$ cat config.mk
export PLATFORM = sky130hd
export DESIGN_NAME = aer_receiver
export DESIGN_NICKNAME = d
export VERILOG_FILES = /design/src/rtl/aer_receiver.sv
export SDC_FILE = /design/constraint.sdc
export NUM_CORES = 1
export LEC_CHECK = 0
export ABC_AREA = 0
export BUFFER_PORTS_ARGS = -buffer_cell sky130_fd_sc_hd__buf_4
export CAP_MARGIN = 0
export CELL_PAD_IN_SITES_DETAIL_PLACEMENT = 0
export CELL_PAD_IN_SITES_GLOBAL_PLACEMENT = 1
export CORE_MARGIN = 10
export CORE_UTILIZATION = 47
export DETAILED_ROUTE_END_ITERATION = 6
export GPL_TIMING_DRIVEN = 0
export HOLD_SLACK_MARGIN = 0.1
export PLACE_DENSITY = 0.76
export SLEW_MARGIN = 10
export SYNTH_ARGS = -nofsm -noshare
export SYNTH_HDL_FRONTEND = slang
export SYNTH_SLANG_ARGS = --single-unit
$ cat constraint.sdc
create_clock -name clk -period 2.4 [get_ports clk]
set_input_delay 0.24 -clock clk [delete_from_list [all_inputs] [get_ports clk]]
set_output_delay 0.24 -clock clk [all_outputs]
set_load 0.02 [all_outputs]
$ cat src/rtl/aer_receiver.sv
// DAVIS240C AER receiver: 4-phase REQ/ACK, row/column pairing into a FWFT event FIFO.
// REQ fall to ACK low takes SETTLE_CYCLES+4 clk cycles; a full FIFO withholds ACK from the sensor.
module aer_receiver #(
   parameter int SETTLE_CYCLES  = 2,
   parameter int TIMEOUT_CYCLES = 1024,
   parameter int FIFO_DEPTH     = 8
) (
   input  logic        clk,
   input  logic        rst_n,
   input  logic [8:0]  aer_data,
   input  logic        aer_req_n,
   output logic        aer_ack_n,
   output logic        ev_valid,
   input  logic        ev_ready,
   output logic [7:0]  ev_row,
   output logic [7:0]  ev_col,
   output logic [15:0] orphan_cnt,
   output logic        timeout_err
);

   localparam int AW = (FIFO_DEPTH > 1) ? $clog2(FIFO_DEPTH) : 1;
   localparam int CW = AW + 1;
   localparam int TW = $clog2(TIMEOUT_CYCLES + 1);

   typedef enum logic [2:0] {
      S_IDLE,
      S_SETTLE,
      S_CAPTURE,
      S_ACK,
      S_RELEASE
   } state_t;

   state_t        state;
   logic          req_meta;
   logic          req_s;
   logic [3:0]    settle_cnt;
   logic [TW-1:0] tmo_cnt;
   logic [7:0]    row_reg;
   logic          row_seen;

   logic [15:0]   mem [FIFO_DEPTH];
   logic [AW-1:0] wr_ptr;
   logic [AW-1:0] rd_ptr;
   logic [CW-1:0] count;
   logic          full;
   logic          push;
   logic          pop;
   logic          is_col;

   always_ff @(posedge clk or negedge rst_n) begin
      if (!rst_n) begin
         req_meta <= 1'b1;
         req_s    <= 1'b1;
      end else begin
         req_meta <= aer_req_n;
         req_s    <= req_meta;
      end
   end

   // aer_data is only looked at in CAPTURE, after the settle window has let the bus stabilise
   assign is_col   = aer_data[8];
   assign ev_valid = (count != '0);
   assign full     = (count == CW'(FIFO_DEPTH));
   assign pop      = ev_valid && ev_ready;
   assign push     = (state == S_CAPTURE) && is_col && row_seen && (!full || pop);
   assign ev_row   = mem[rd_ptr][15:8];
   assign ev_col   = mem[rd_ptr][7:0];

   always_ff @(posedge clk or negedge rst_n) begin
      if (!rst_n) begin
         state       <= S_IDLE;
         settle_cnt  <= '0;
         tmo_cnt     <= '0;
         aer_ack_n   <= 1'b1;
         row_reg     <= '0;
         row_seen    <= 1'b0;
         orphan_cnt  <= '0;
         timeout_err <= 1'b0;
      end else begin
         case (state)
            S_IDLE: begin
               aer_ack_n <= 1'b1;
               if (!req_s) begin
                  settle_cnt <= 4'(SETTLE_CYCLES - 1);
                  state      <= S_SETTLE;
               end
            end
            S_SETTLE: begin
               if (settle_cnt == '0) state <= S_CAPTURE;
               else                  settle_cnt <= settle_cnt - 4'd1;
            end
            S_CAPTURE: begin
               if (!is_col) begin
                  row_reg   <= aer_data[7:0];
                  row_seen  <= 1'b1;
                  aer_ack_n <= 1'b0;
                  tmo_cnt   <= '0;
                  state     <= S_ACK;
               end else if (!row_seen) begin
                  if (orphan_cnt != 16'hFFFF) orphan_cnt <= orphan_cnt + 16'd1;
                  aer_ack_n <= 1'b0;
                  tmo_cnt   <= '0;
                  state     <= S_ACK;
               end else if (push) begin
                  aer_ack_n <= 1'b0;
                  tmo_cnt   <= '0;
                  state     <= S_ACK;
               end
            end
            S_ACK: begin
               if (req_s) begin
                  aer_ack_n <= 1'b1;
                  state     <= S_RELEASE;
               end else begin
                  // ACK is never forced high; the error just flags a stuck sensor
                  if (tmo_cnt != TW'(TIMEOUT_CYCLES)) tmo_cnt <= tmo_cnt + 1'b1;
                  if (tmo_cnt == TW'(TIMEOUT_CYCLES - 1)) timeout_err <= 1'b1;
               end
            end
            S_RELEASE: begin
               aer_ack_n <= 1'b1;
               state     <= S_IDLE;
            end
            default: begin
               aer_ack_n <= 1'b1;
               state     <= S_IDLE;
            end
         endcase
      end
   end

   always_ff @(posedge clk or negedge rst_n) begin
      if (!rst_n) begin
         for (int i = 0; i < FIFO_DEPTH; i++) mem[i] <= '0;
         wr_ptr <= '0;
         rd_ptr <= '0;
         count  <= '0;
      end else begin
         if (push) begin
            mem[wr_ptr] <= {row_reg, aer_data[7:0]};
            wr_ptr      <= wr_ptr + 1'b1;
         end
         if (pop) rd_ptr <= rd_ptr + 1'b1;
         case ({push, pop})
            2'b10:   count <= count + 1'b1;
            2'b01:   count <= count - 1'b1;
            default: count <= count;
         endcase
      end
   end

endmodule

# Word level (Yosys, flattened, before mapping)
# Cells that the tools add are included.
[word_totals]
reg_bits = 185
in_bits = 13
output_inout_bits = 35
elab_cells = 101
[op_classes]
n_addsub = 7
n_lt_le_gt_ge = 3
n_eq_ne = 16
n_mux = 28
bitwise_logic = 6
n_reduce_logical = 20
[op_table]
columns = ["operator", "count"]
rows = [
  ["$bwmux W128", 1],
  ["$mux W11", 5],
  ["$bmux W16 S3", 1],
  ["$demux W16 S3", 1],
  ["$mux W16", 3],
  ["$pmux W11 S2", 1],
  ["$mux W3", 6],
  ["$add A16 B1 Y16 const B", 1],
  ["$ne A16 B16 Y1 const B", 1],
  ["$pmux W4 S2", 2],
  ["$ne A2 B2 Y1 const B", 6],
  ["$pmux W3 S4", 1],
  ["$reduce_and A4 Y1", 3],
  ["$add A11 B1 Y11 const B", 1],
  ["$eq A11 B10 Y1 const B", 1],
  ["$ne A11 B11 Y1 const B", 1],
  ["$reduce_and A3 Y1", 3],
  ["$ge A4 B4 Y1 const B", 2],
  ["$mux W4", 2],
  ["$not A3 Y4", 2],
  ["$sub A4 B1 Y4 const B", 2],
  ["$add A3 B1 Y3 const B", 2],
  ["$eq A3 B2 Y1 const B", 2],
  ["$reduce_bool A2 Y1", 3],
  ["other kinds (17)", 27],
]

# Logic depth before layout (Yosys ltp)
# Gate-level depths: netlist of the first run.
[logic_depth]
word_depth = 8
mapped_depth = 11
depth_no_buf = 10

# Least setup slack after synthesis of the first run
# No wires, ideal clock.
[synth_timing]
path_kind = "register to register"
from = "register state[2]"
to = "register count[2]"
setup_ns = 0.126
arrival_time_ns = 2.449
required_ns = 2.274
setup_slack_ns = -0.175
path_stages_with_launch = 12
period_less_slack_ns = 2.575
path_cell_list = "dfrtp_1 > nand2b_4 > buf_6 > a2111oi_4 > inv_2 > ha_1 > xor2_1 > ha_1 > a21oi_1 > xor2_1 > nor2_1 > xor2_1"
[synth_via]
elab_chain_cells = 6
elab_cells_between_ends = 8
classes_between = "3 x eq/ne; 1 x mux; 4 x reduce/logical"
[synth_lines]
columns = ["item", "line", "text"]
rows = [
  ["start: declaration", "33", "state_t state;"],
  ["start signal: assignment", "71", "state <= S_IDLE;"],
  ["start signal: assignment", "85", "state <= S_SETTLE;"],
  ["start signal: assignment", "89", "if (settle_cnt == '0) state <= S_CAPTURE;"],
  ["$eq A3 B2 Y1 *", "65", "assign push = (state == S_CAPTURE) && is_col && row_seen && (!full || pop);"],
  ["$logic_and A1 B1 Y1 * (3 in a row)", "65", ""],
  ["$eq A2 B1 Y1 or $eq A2 B2 Y1 (tied branches)", "144", "case ({push, pop})"],
  ["$pmux W4 S2 or $reduce_bool A2 Y1 (tied branches)", "--", ""],
  ["end signal: assignment", "145", "2'b10: count <= count + 1'b1;"],
  ["end signal: assignment", "146", "2'b01: count <= count - 1'b1;"],
  ["end signal: assignment", "147", "default: count <= count;"],
  ["end: declaration", "44", "logic [CW-1:0] count;"],
]
# Mark *: on every way between the ends. The rest lies on a longest branch, timed or not.
# A chain may end at the register's enable or synchronous reset.

# Worst setup path after layout of the first run
[layout_timing]
from = "register rd_ptr[0]"
to = "output port ev_row[4]"
[layout_via]
elab_chain_cells = 4
[layout_lines]
columns = ["item", "line", "text"]
rows = [
  ["start: declaration", "43", "logic [AW-1:0] rd_ptr;"],
  ["start signal: assignment", "143", "if (pop) rd_ptr <= rd_ptr + 1'b1;"],
  ["$not A3 Y4 (implied by the code)", "66", "assign ev_row = mem[rd_ptr][15:8];"],
  ["$bmux W16 S3", "66", ""],
  ["$mux W16 (2 in a row)", "--", ""],
  ["end: declaration", "15", "output logic [7:0] ev_row,"],
]
# Every way passes these cells. The select of a mux whose other input is x is not followed.

==> metrics.txt, run 1 <==
status finished clean; via density per instance between 5 and 6; slew of the pin with the lowest slew margin approximately 0.64 ns; standard-cell rows 49; endpoints failing hold 0; Critical Path End Type primary output; drt initial violations ~210; CTS Buf Count 17; Skew-Pair Late Insertion Delay between 0.4 and 0.5 ns; clock tree from TritonCTS yes; number of failing setup endpoints in the final timing report 0; registers with the most flip-flops mem (128), orphan_cnt (16), tmo_cnt (11); Fmax ~0.43 GHz; final net count 699; area of the multi-input gates about 4000 sq um; number of cells in the design after placement about 870; Clock Sinks around 190; area enclosed by the die boundary approximately 24000 sq um; final routed wire length divided by cell count roughly 20 microns; Largest register FFs 128; r2r setup slk roughly 0.1 ns; register ranked first by flip-flop count mem; start of the worst register-to-register path count[0]; FF+latch count, synth roughly 190; final clock period utilization by the worst path between 90 and 100%; number of pins exceeding their max-slew limit in the final report 0; signed area change from the synthesized netlist to the final layout 18.2%; synthesized instance count a little under 600; most frequent cells in the layout sky130_fd_sc_hd__dfrtp_1 (176), sky130_fd_sc_hd__mux2_2 (116), sky130_fd_sc_hd__buf_4 (64); worst setup path start rd_ptr[0]; overall overflow remaining after global route 0; overall via count from detail_route around 5100; layout cell share with drive strength beyond 1 a little under half; number of iterations in the first detailed-routing pass 6; diode insertion count for antenna repair 0; Synth Flop Type sky130_fd_sc_hd__dfrtp_1; largest delay contributor family on the critical path multiplexers; Core Box Area around 18000 sq um; Synth Net Count 612; kind of launch point of the worst setup path flop; VDD IR-drop max a little under 700 uV; vias in the first global route about 5600; Worst-path clk slew around 0.06 ns; number of antenna-violating nets in the routed design 0; total DRC errors in the routed layout 0; required arrival time at the worst endpoint ~2.2 ns; Critical-path top delay cell sky130_fd_sc_hd__mux4_2; final worst clock skew approximately 0.011 ns; Unique masters post-synth 52; Worst path max stage delay approximately 0.53 ns; count of buffering cells on the critical path with inverters included 2; instance area after placement 9420 sq um; half-perimeter wire length after placement 12.3 mm; design area roughly 10000 sq um; total routed wirelength 18.3 mm; mean instance size in the synthesized netlist approximately 15 sq um; Initial Utilization around half; Warnings, synthesis 0; worst path arrival time about 2.1 ns; relative max-transition margin a little under three fifths; Placer Congestion approximately 0.76; minimum period implied by the final worst setup slack 2.33 ns; source of the worst hold timing path aer_data[7]; commonest non-fill, non-tap cell in the layout sky130_fd_sc_hd__dfrtp_1; cell chain of the critical path buf_8, mux4_2, mux2_2, buf_4; Leakage ~4.9 nW; Netlist Area Pre-Place 8690 sq um; CTS H-tree lvls 4; Post-synth ARST share 100%; Crit Path Class reg2out; I/O Buffers 47; die width around 160 microns; All-Layer GR Usage between 15 and 20%; first-pass GRT wire length slightly above 30 mm; area of all sequential standard cells 4640 sq um; height of the chip 156 microns; maximum number of pins on one net before global-route repair 70; antenna violations before repair 0; buffer levels on the longest clock path 2; number of inserted filler cells in the final layout between 1000 and 1500; pwr dens between 1000 and 1500 nW/um^2; path category of the worst min-delay check in2reg; EDFF count, synth 0; CTS Root Cell sky130_fd_sc_hd__clkbuf_16; sequential fraction of the synthesis area about 53%; Maximum Capacitance Violations 0; boundary pin count 48; maximum fanout along the worst path 10; final instance count without filler cells a little over 900
cell families (layout without fill, tap and decap cells):
| kind of cell | after synthesis | after routing | share of synthesized area (%) |
|---|---|---|---|
| simple gates | 111 | 111 | 7.83 |
| mux | 189 | 189 | 29.9 |
| buf+inv | 32 | 128 | 2.15 |
| flops | 185 | 185 | 53.3 |
| fa+ha+maj | 9 | 9 | 1.30 |
| xor+xnor | 24 | 24 | 2.42 |
| compound gates | 40 | 40 | 3.07 |
per-layer routing:
layer  track usage, %  routed length (microns)  part of all wire [%]  vias up
li1                 -                        -                     -     2344
met1             20.2                     8100                    44     2688
met2             26.8                     9410                    51       69
met3             3.53                      680                   3.7       12
met4             4.09                      133                  0.73        0
met5                0                        0                     0        -
power by group:
| part | switching, mW | leakage (nW) | internal [mW] | total, mW |
|---|---|---|---|---|
| combinational | 1.91 | 2.16 | 2.50 | 4.40 |
| clock | 1.13 | 0.284 | 1.63 | 2.75 |
| sequential | 0.803 | 2.44 | 4.14 | 4.94 |
| total | 3.83 | 4.88 | 8.26 | 12.1 |
cells in the mapped netlist (all sizes together), types with 8 or more instances:
cell type / n / area, sq um
inv: 8 / 30.0
o21ai: 14 / 70.1
buf: 15 / 123
dfrtp: 182 / 4550
nor2: 15 / 58.8
mux2: 156 / 1870
xnor2: 11 / 96.3
nand2: 26 / 108
nand3: 11 / 60.1
ha: 9 / 113
and3: 8 / 50.1
nor3: 12 / 71.3
clkbuf: 9 / 33.8
xor2: 13 / 114
mux4: 32 / 721
worst register-to-register path: stages, from the launching register on:
cell and delay [ns]:
sky130_fd_sc_hd__dfrtp_2 0.43, sky130_fd_sc_hd__or4_4 0.57, sky130_fd_sc_hd__nand2_4 0.11, sky130_fd_sc_hd__inv_2 0.07
sky130_fd_sc_hd__ha_4 0.17, sky130_fd_sc_hd__xor2_1 0.14, sky130_fd_sc_hd__ha_2 0.17, sky130_fd_sc_hd__a21oi_2 0.11
sky130_fd_sc_hd__xor2_1 0.19, sky130_fd_sc_hd__nor2_1 0.08, sky130_fd_sc_hd__xor2_1 0.14
per-stage QoR:
stage	util, %	TNS (ns)	setup WS [ns]	total power, mW	hold slack (ns)
after floorplan	-	0	0.0101	7.81	-0.0556
after global placement	51.7	-18.29	-0.441	8.90	0.347
after detailed placement	52.1	-18.48	-0.452	9.14	0.184
after CTS	56.4	0	0.00293	12.1	0.107
after global routing	56.8	-0.0428	-0.0355	12.8	0.121
final	56.8	0	0.0718	12.1	0.120
worst paths after layout:
kind | to | cells after the start
max reg2reg | count[2] | 10
max | ev_row[4] | 4
max in group asynchronous | count[0] | 4
min | mem[23] | 2
min in group asynchronous | mem[38] | 2
min reg2reg | req_s | 0
final cells by class:
class | instances | area share (%)
repair buffers | 71 | 5.85
plain buffers | 21 | 2.08
inverters | 8 | 0.292
well taps | 229 | 2.79
flip-flops and latches | 185 | 45.2
multi-input cells | 373 | 38.2
clock buffers | 22 | 4.71
clock inverters | 6 | 0.889
timing repair:
| item | 4_1_cts | 5_1_grt |
|---|---|---|
| buffers inserted | 13 | 5 |
| endpoints found under the setup margin | 97 | 30 |
| hold buffers | 3 | 0 |
| endpoints found under the hold margin | 55 | 0 |
| pin swaps | 4 | 5 |
| gates resized for setup | 35 | 13 |
Note: power is estimated with default switching activity, not from simulation.
==> run 2, diff against run 1 <==
--- a/config.mk
+++ b/config.mk
@@ -15,8 +15,7 @@
 export DETAILED_ROUTE_END_ITERATION = 6
 export GPL_TIMING_DRIVEN = 0
 export HOLD_SLACK_MARGIN = 0.1
-export PLACE_DENSITY = 0.76
-export SLEW_MARGIN = 10
+export PLACE_DENSITY_LB_ADDON = 0.1
 export SYNTH_ARGS = -nofsm -noshare
 export SYNTH_HDL_FRONTEND = slang
 export SYNTH_SLANG_ARGS = --single-unit
==> run 2 against run 1 <==
Utilization grew 0.44 points; non-clock buffer count increased by 1; worst setup slack worse by 0.027 ns.
==> metrics.txt, run 2 (synthesis gave the netlist of run 1 again) <==
final worst clock skew 0.00732 ns (-0.00343 ns); boundary pin count 48 (unchanged); Crit Path Class reg2out; maximum number of pins on one net before global-route repair 100 (+43%); antenna violations before repair 0 (unchanged); Comb power frac 36.1% (-0.3 points); Core Box Area 18100 sq um (unchanged); NetSw 3.97 mW (+3.4%); endpoints failing hold 0 (unchanged); total DRC errors in the routed layout 0 (unchanged); maximum fanout along the worst path 6 (-4); relative max-transition margin 46.4% (-10 points); VDD IR-drop max 693 uV (+2.1%); final net count 700 (+0.14%); required arrival time at the worst endpoint 2.16 ns (about the same); number of inserted filler cells in the final layout 1451 (+2.0%); Clock Sinks 185 (unchanged); overall via count from detail_route 5154 (+0.80%); first-pass GRT wire length 30.3 mm (about the same); slew of the pin with the lowest slew margin 0.800 ns (+0.156 ns); clock network fraction of total power 23.7% (+0.9 points); commonest non-fill, non-tap cell in the layout sky130_fd_sc_hd__dfrtp_1; Skew-Pair Late Insertion Delay 0.43 ns (about the same); drt initial violations 247 (+16%); Initial Utilization 48.0% (unchanged); CTS H-tree lvls 4 (unchanged); path category of the worst min-delay check in2reg; layout cell share with drive strength beyond 1 47.8% (+0.38 points); capture instance of the worst register-to-register path count[2]; Placer Congestion 0.753 (-1.5%); Leakage 4.93 nW (+0.88%); total routed wirelength 19.0 mm (+3.6%); overall overflow remaining after global route 0 (unchanged); registers with the most flip-flops mem (128), orphan_cnt (16), tmo_cnt (11); final clock period utilization by the worst path 98.1% (+1.1 points); path depth of the worst reg2reg path 10 (unchanged); final routed wire length divided by cell count 20.6 microns (+3.1%); worst setup path start rd_ptr[0]; Fmax 0.425 GHz (-1.1%); CP endpoint ev_col[1]; cell-internal power 8.34 mW (+0.97%); All-Layer GR Usage 16.1% (+0.22 points); vias in the first global route 5464 (-2.0%); via density per instance 5.60 (+0.25%); status finished clean; start of the worst register-to-register path count[0]; CTS Buf Count 17 (unchanged); Crit path top cell by count sky130_fd_sc_hd__buf_4; number of failing setup endpoints in the final timing report 0 (unchanged); area enclosed by the die boundary 24300 sq um (unchanged); Worst path max stage delay 0.51 ns (-0.02 ns); Post-Route Utilization 57.2% (+0.44 points); standard-cell rows 49 (unchanged); cell chain of the critical path buf_4, buf_4, mux4_2, mux2_2, buf_4; die width 156 microns (unchanged); relative contribution of sequential cells to total power 40.2% (-0.6 points); Largest register FFs 128 (unchanged); worst path arrival time 2.11 ns (+0.02 ns); Critical-path top delay cell sky130_fd_sc_hd__mux4_2; signed area change from the synthesized netlist to the final layout 19.1%; Sw Share 32.2% (+0.53 points); register ranked first by flip-flop count mem; number of antenna-violating nets in the routed design 0 (unchanged); buffer levels on the longest clock path 2 (unchanged); minimum period implied by the final worst setup slack 2.35 ns (+0.0268 ns); number of iterations in the first detailed-routing pass 4 (-2); diode insertion count for antenna repair 0 (unchanged); r2r setup slk 0.08 ns (-0.02 ns); number of pins exceeding their max-slew limit in the final report 0 (unchanged); half-perimeter wire length after placement 12.2 mm (-1.6%); Critical Path End Type primary output; I/O Buffers 47 (unchanged); height of the chip 156 microns (unchanged); Worst-path clk slew 0.07 ns (about the same); CTS Root Cell sky130_fd_sc_hd__clkbuf_16; pwr dens 1190 nW/um^2 (+0.98%); Final Total Pwr 12.3 mW (+1.8%); most frequent cells in the layout sky130_fd_sc_hd__dfrtp_1 (177), sky130_fd_sc_hd__mux2_2 (115), sky130_fd_sc_hd__buf_4 (67); clock tree from TritonCTS yes; kind of launch point of the worst setup path flop; Maximum Capacitance Violations 0 (unchanged)
-- run 2: cell count changes in the layout (fill, tap and decap cells not counted), moves of 2 or more --
cell,change
sky130_fd_sc_hd__buf_12,+5
sky130_fd_sc_hd__clkinvlp_4,+2
sky130_fd_sc_hd__clkbuf_8,-3
sky130_fd_sc_hd__inv_2,-2
sky130_fd_sc_hd__buf_6,-3
sky130_fd_sc_hd__buf_8,-3
sky130_fd_sc_hd__inv_6,+3
sky130_fd_sc_hd__clkinv_2,+3
sky130_fd_sc_hd__buf_4,+3
-- run 2: power by group through the flow --
stage | sequential, mW | clock (mW) | combinational [mW]
after CTS | 4.94 | 2.99 | 4.31
final | 4.95 | 2.92 | 4.44
after floorplan | 4.70 | 0 | 3.11
after global routing | 5.09 | 3.12 | 4.81
after global placement | 4.82 | 0 | 4.10
after detailed placement | 4.91 | 0 | 4.21
-- run 2: how the worst min path moves through the flow --
stage	cells after the start	slack [ns]	startpoint	end
3_5_place_dp	1	0.33	rst_n	mem[43]
3_3_place_gp	0	0.35	req_meta	req_s
2_1_floorplan	0	-0.06	rst_n	count[0]
6_report	2	0.12	aer_data[6]	mem[22]
5_1_grt	2	0.12	aer_data[1]	mem[1]
4_1_cts	2	0.12	aer_data[6]	mem[22]
-- run 2: timing repair --
action | in CTS | in global routing
endpoints found under the setup margin | 118 | 56
hold buffers | 4 | 0
endpoints found under the hold margin | 98 | 0
buffers inserted | 8 | 12
resized for setup | 40 | 20
pin swaps | 4 | 3
-- run 2: routing by layer --
metal  vias to the layer above  wire (microns)  global-route usage, %
li1                       2352               -                      -
met1                      2694            8380                   20.3
met2                        83            9530                   26.4
met3                        25             792                   4.11
met4                         0             282                   5.26
met5                         -               0                      0
-- run 2: final cells by class --
class,instances,area [sq um],share of cell area [%]
clock inverters,14,169,1.63
flip-flops and latches,185,4640,44.8
plain buffers,21,248,2.39
multi-input cells,373,3940,38.1
well taps,229,287,2.77
repair buffers,72,591,5.71
inverters,8,32.5,0.314
clock buffers,18,439,4.24
-- run 2: worst max-delay path, delay by kind of cell (launching register included) --
family / cells / cell delay [ns]
buf+inv: 3 / 0.41
mux: 2 / 0.79
flops: 1 / 0.49
-- run 2: stage by stage --
stage	hold slack [ns]	cells	setup TNS, ns	worst slack [ns]	instance area (sq um)
after floorplan	-0.0556	590	0	0.0101	8710
after detailed placement	0.331	867	-24.49	-0.469	9380
final	0.121	920	0	0.0450	10300
after global placement	0.345	866	-22.74	-0.450	9350
after global routing	0.119	920	-0.0464	-0.0448	10300
after CTS	0.116	908	0	0.00452	10200
==> run 3, diff against run 2 <==
--- a/config.mk
+++ b/config.mk
@@ -6,7 +6,7 @@
 export NUM_CORES = 1
 export LEC_CHECK = 0
 export ABC_AREA = 0
-export BUFFER_PORTS_ARGS = -buffer_cell sky130_fd_sc_hd__buf_4
+export BUFFER_PORTS_ARGS = -buffer_cell sky130_fd_sc_hd__buf_2
 export CAP_MARGIN = 0
 export CELL_PAD_IN_SITES_DETAIL_PLACEMENT = 0
 export CELL_PAD_IN_SITES_GLOBAL_PLACEMENT = 1
==> constraint.sdc (replaced) <==
create_clock -name clk -period 2.1 [get_ports clk]
set_input_delay 0.21 -clock clk [delete_from_list [all_inputs] [get_ports clk]]
set_output_delay 0.21 -clock clk [all_outputs]
set_load 0.02 [all_outputs]
==> run 3 against run 2 <==
The flow now finishes with violations (setup timing); clock power grew 13%; non-clock buffer count grew 40; register-to-register slack lost 0.17 ns; worst hold slack gained 0.022 ns; global-route usage grew 1.1 points; largest cell class unchanged; die area is the same; critical endpoint is now ev_col[7].
==> metrics.txt, run 3 (synthesis gave the netlist of run 1 again) <==
Leakage 5.27 nW (+7.0%); RSZ-0062 raised after global routing yes; diode insertion count for antenna repair 0 (unchanged); number of antenna-violating nets in the routed design 0 (unchanged); final routed wire length divided by cell count 21.8 microns (+5.7%); setup slack after layout -0.234 ns (-0.279 ns); Critical Path End Type primary output; Initial Utilization 48.0% (unchanged); pwr dens 1350 nW/um^2 (+14%); number of failing setup endpoints in the final timing report 31 (+31); overall via count from detail_route 5355 (+3.9%); final net count 740 (+5.7%); Clock Sinks 185 (unchanged); All-Layer GR Usage 17.2% (+1.1 points); Largest register FFs 128 (unchanged); half-perimeter wire length after placement 12.3 mm (+0.94%); VDD IR-drop max 625 uV (-9.8%); DP Worst Slack -0.715 ns (-0.247 ns); relative max-transition margin 45.1% (-1.3 points); worst path arrival time 2.12 ns (about the same); total DRC errors in the routed layout 0 (unchanged); design area 11200 sq um (+8.0%); minimum period implied by the final worst setup slack around 2.3 ns; maximum number of pins on one net before global-route repair 108 (+8.0%); Skew-Pair Late Insertion Delay 0.43 ns (about the same); height of the chip 156 microns (unchanged); area enclosed by the die boundary 24300 sq um (unchanged); layout cell share with drive strength beyond 1 54.1% (+6.4 points); path category of the worst min-delay check in2reg; slew of the pin with the lowest slew margin 0.824 ns (+0.0239 ns); CTS Buf Count 17 (unchanged); instance area after placement 9390 sq um (about the same); maximum fanout along the worst path 6 (unchanged); Worst-path clk slew 0.07 ns (about the same); CTS H-tree lvls 4 (unchanged); required arrival time at the worst endpoint 1.89 ns (-0.27 ns); Fmax 0.429 GHz; number of iterations in the first detailed-routing pass 4 (unchanged); total routed wirelength 20.9 mm (+10%); commonest non-fill, non-tap cell in the layout sky130_fd_sc_hd__dfrtp_1; vias in the first global route 5660 (+3.6%); registers with the most flip-flops mem (128), orphan_cnt (16), tmo_cnt (11); violations in the final reports setup timing; buffer levels on the longest clock path 2 (unchanged); Crit Path Class reg2out; antenna violations before repair 0 (unchanged); kind of launch point of the worst setup path flop; overall overflow remaining after global route 0 (unchanged); drt initial violations 238 (-3.6%); clock tree from TritonCTS yes; number of pins exceeding their max-slew limit in the final report 0 (unchanged); Maximum Capacitance Violations 0 (unchanged); register ranked first by flip-flop count mem; standard-cell rows 49 (unchanged); final clock period utilization by the worst path 111%; final worst clock skew 0.0101 ns (+0.00274 ns); I/O Buffers 47 (unchanged); status finished, violations left; first-pass GRT wire length 32.5 mm (+7.2%); boundary pin count 48 (unchanged); Placer Congestion 0.775 (+2.8%); CTS Root Cell sky130_fd_sc_hd__clkbuf_16; via density per instance 5.58 (-0.33%); Core Box Area 18100 sq um (unchanged); sum of negative setup slack -3.65 ns (-3.65 ns); endpoints failing hold 0 (unchanged); die width 156 microns (unchanged); signed area change from the synthesized netlist to the final layout 28.6%; most frequent cells in the layout sky130_fd_sc_hd__dfrtp_1 (173), sky130_fd_sc_hd__mux2_2 (81), sky130_fd_sc_hd__mux2_4 (75)
-- run 3: changes by cell type in the layout (fill, tap and decap cells not counted), moves of 10 or more --
cell	delta
sky130_fd_sc_hd__buf_4	-33
sky130_fd_sc_hd__mux2_1	-10
sky130_fd_sc_hd__buf_6	+31
sky130_fd_sc_hd__mux2_2	-34
sky130_fd_sc_hd__mux2_4	+44
sky130_fd_sc_hd__buf_2	+30
-- run 3: path summary, 6_finish.rpt --
| path | start | slack, ns | end | cells past startpoint |
|---|---|---|---|---|
| worst max-delay path | rd_ptr[0] | -0.23 | ev_col[7] | 5 |
| worst min-delay path | aer_data[6] | 0.14 | mem[54] | 2 |
| worst min register to register | req_meta | 0.36 | req_s | 0 |
| max in group asynchronous | rst_n | 0.82 | mem[15] | 3 |
| min in group asynchronous | rst_n | 0.41 | mem[59] | 2 |
| worst max register to register | count[2] | -0.09 | count[2] | 12 |
-- run 3: layer usage --
layer	routed length (microns)	up-vias	global-route usage, %	part of all wire, %
met3	859	34	3.97	4.1
met4	477	0	4.32	2.3
met1	9180	2780	22.7	44
li1	-	2436	-	-
met2	10400	105	28.1	50
met5	0	-	0	0
-- run 3: per-stage QoR --
| step | instances | total power [mW] | hold WS, ns | utilization [%] |
|---|---|---|---|---|
| global route | 959 | 15.9 | 0.153 | 61.8 |
| floorplan | 590 | 9.06 | -0.0856 | - |
| finish | 959 | 15.1 | 0.143 | 61.8 |
| global placement | 866 | 10.2 | 0.317 | 51.7 |
| detailed placement | 867 | 10.4 | 0.317 | 51.9 |
| CTS | 943 | 15.0 | 0.131 | 60.1 |
-- run 3: timing repair --
| item | in CTS | in global routing |
|---|---|---|
| cloned | 7 | 2 |
| endpoints found under the setup margin | 158 | 153 |
| resized for setup | 115 | 54 |
| hold endpoints to repair | 104 | 0 |
| hold buffers | 2 | 0 |
| setup buffers | 41 | 19 |
| pin swaps | 15 | 14 |
-- run 3: cell type report --
cell class / instances / area [sq um]
inverters: 8 / 40.0
clock inverters: 10 / 144
fillers: 1330 / 6910
plain buffers: 17 / 213
multi-input cells: 373 / 4220
well taps: 229 / 287
clock buffers: 21 / 460
flip-flops and latches: 185 / 4650
repair buffers: 116 / 1170
-- run 3: power breakdown --
| group | switching [mW] | total (mW) | internal (mW) |
|---|---|---|---|
| Clock | 1.36 | 3.29 | 1.94 |
| Sequential | 0.981 | 5.71 | 4.73 |
| Combinational | 2.51 | 6.08 | 3.57 |
-- run 3: critical path, cell delays in order, from the launching register on --
cell,delay [ns]
sky130_fd_sc_hd__dfrtp_4,0.47
sky130_fd_sc_hd__buf_6,0.15
sky130_fd_sc_hd__buf_12,0.13
sky130_fd_sc_hd__mux4_2,0.52
sky130_fd_sc_hd__mux2_4,0.29
sky130_fd_sc_hd__buf_6,0.13
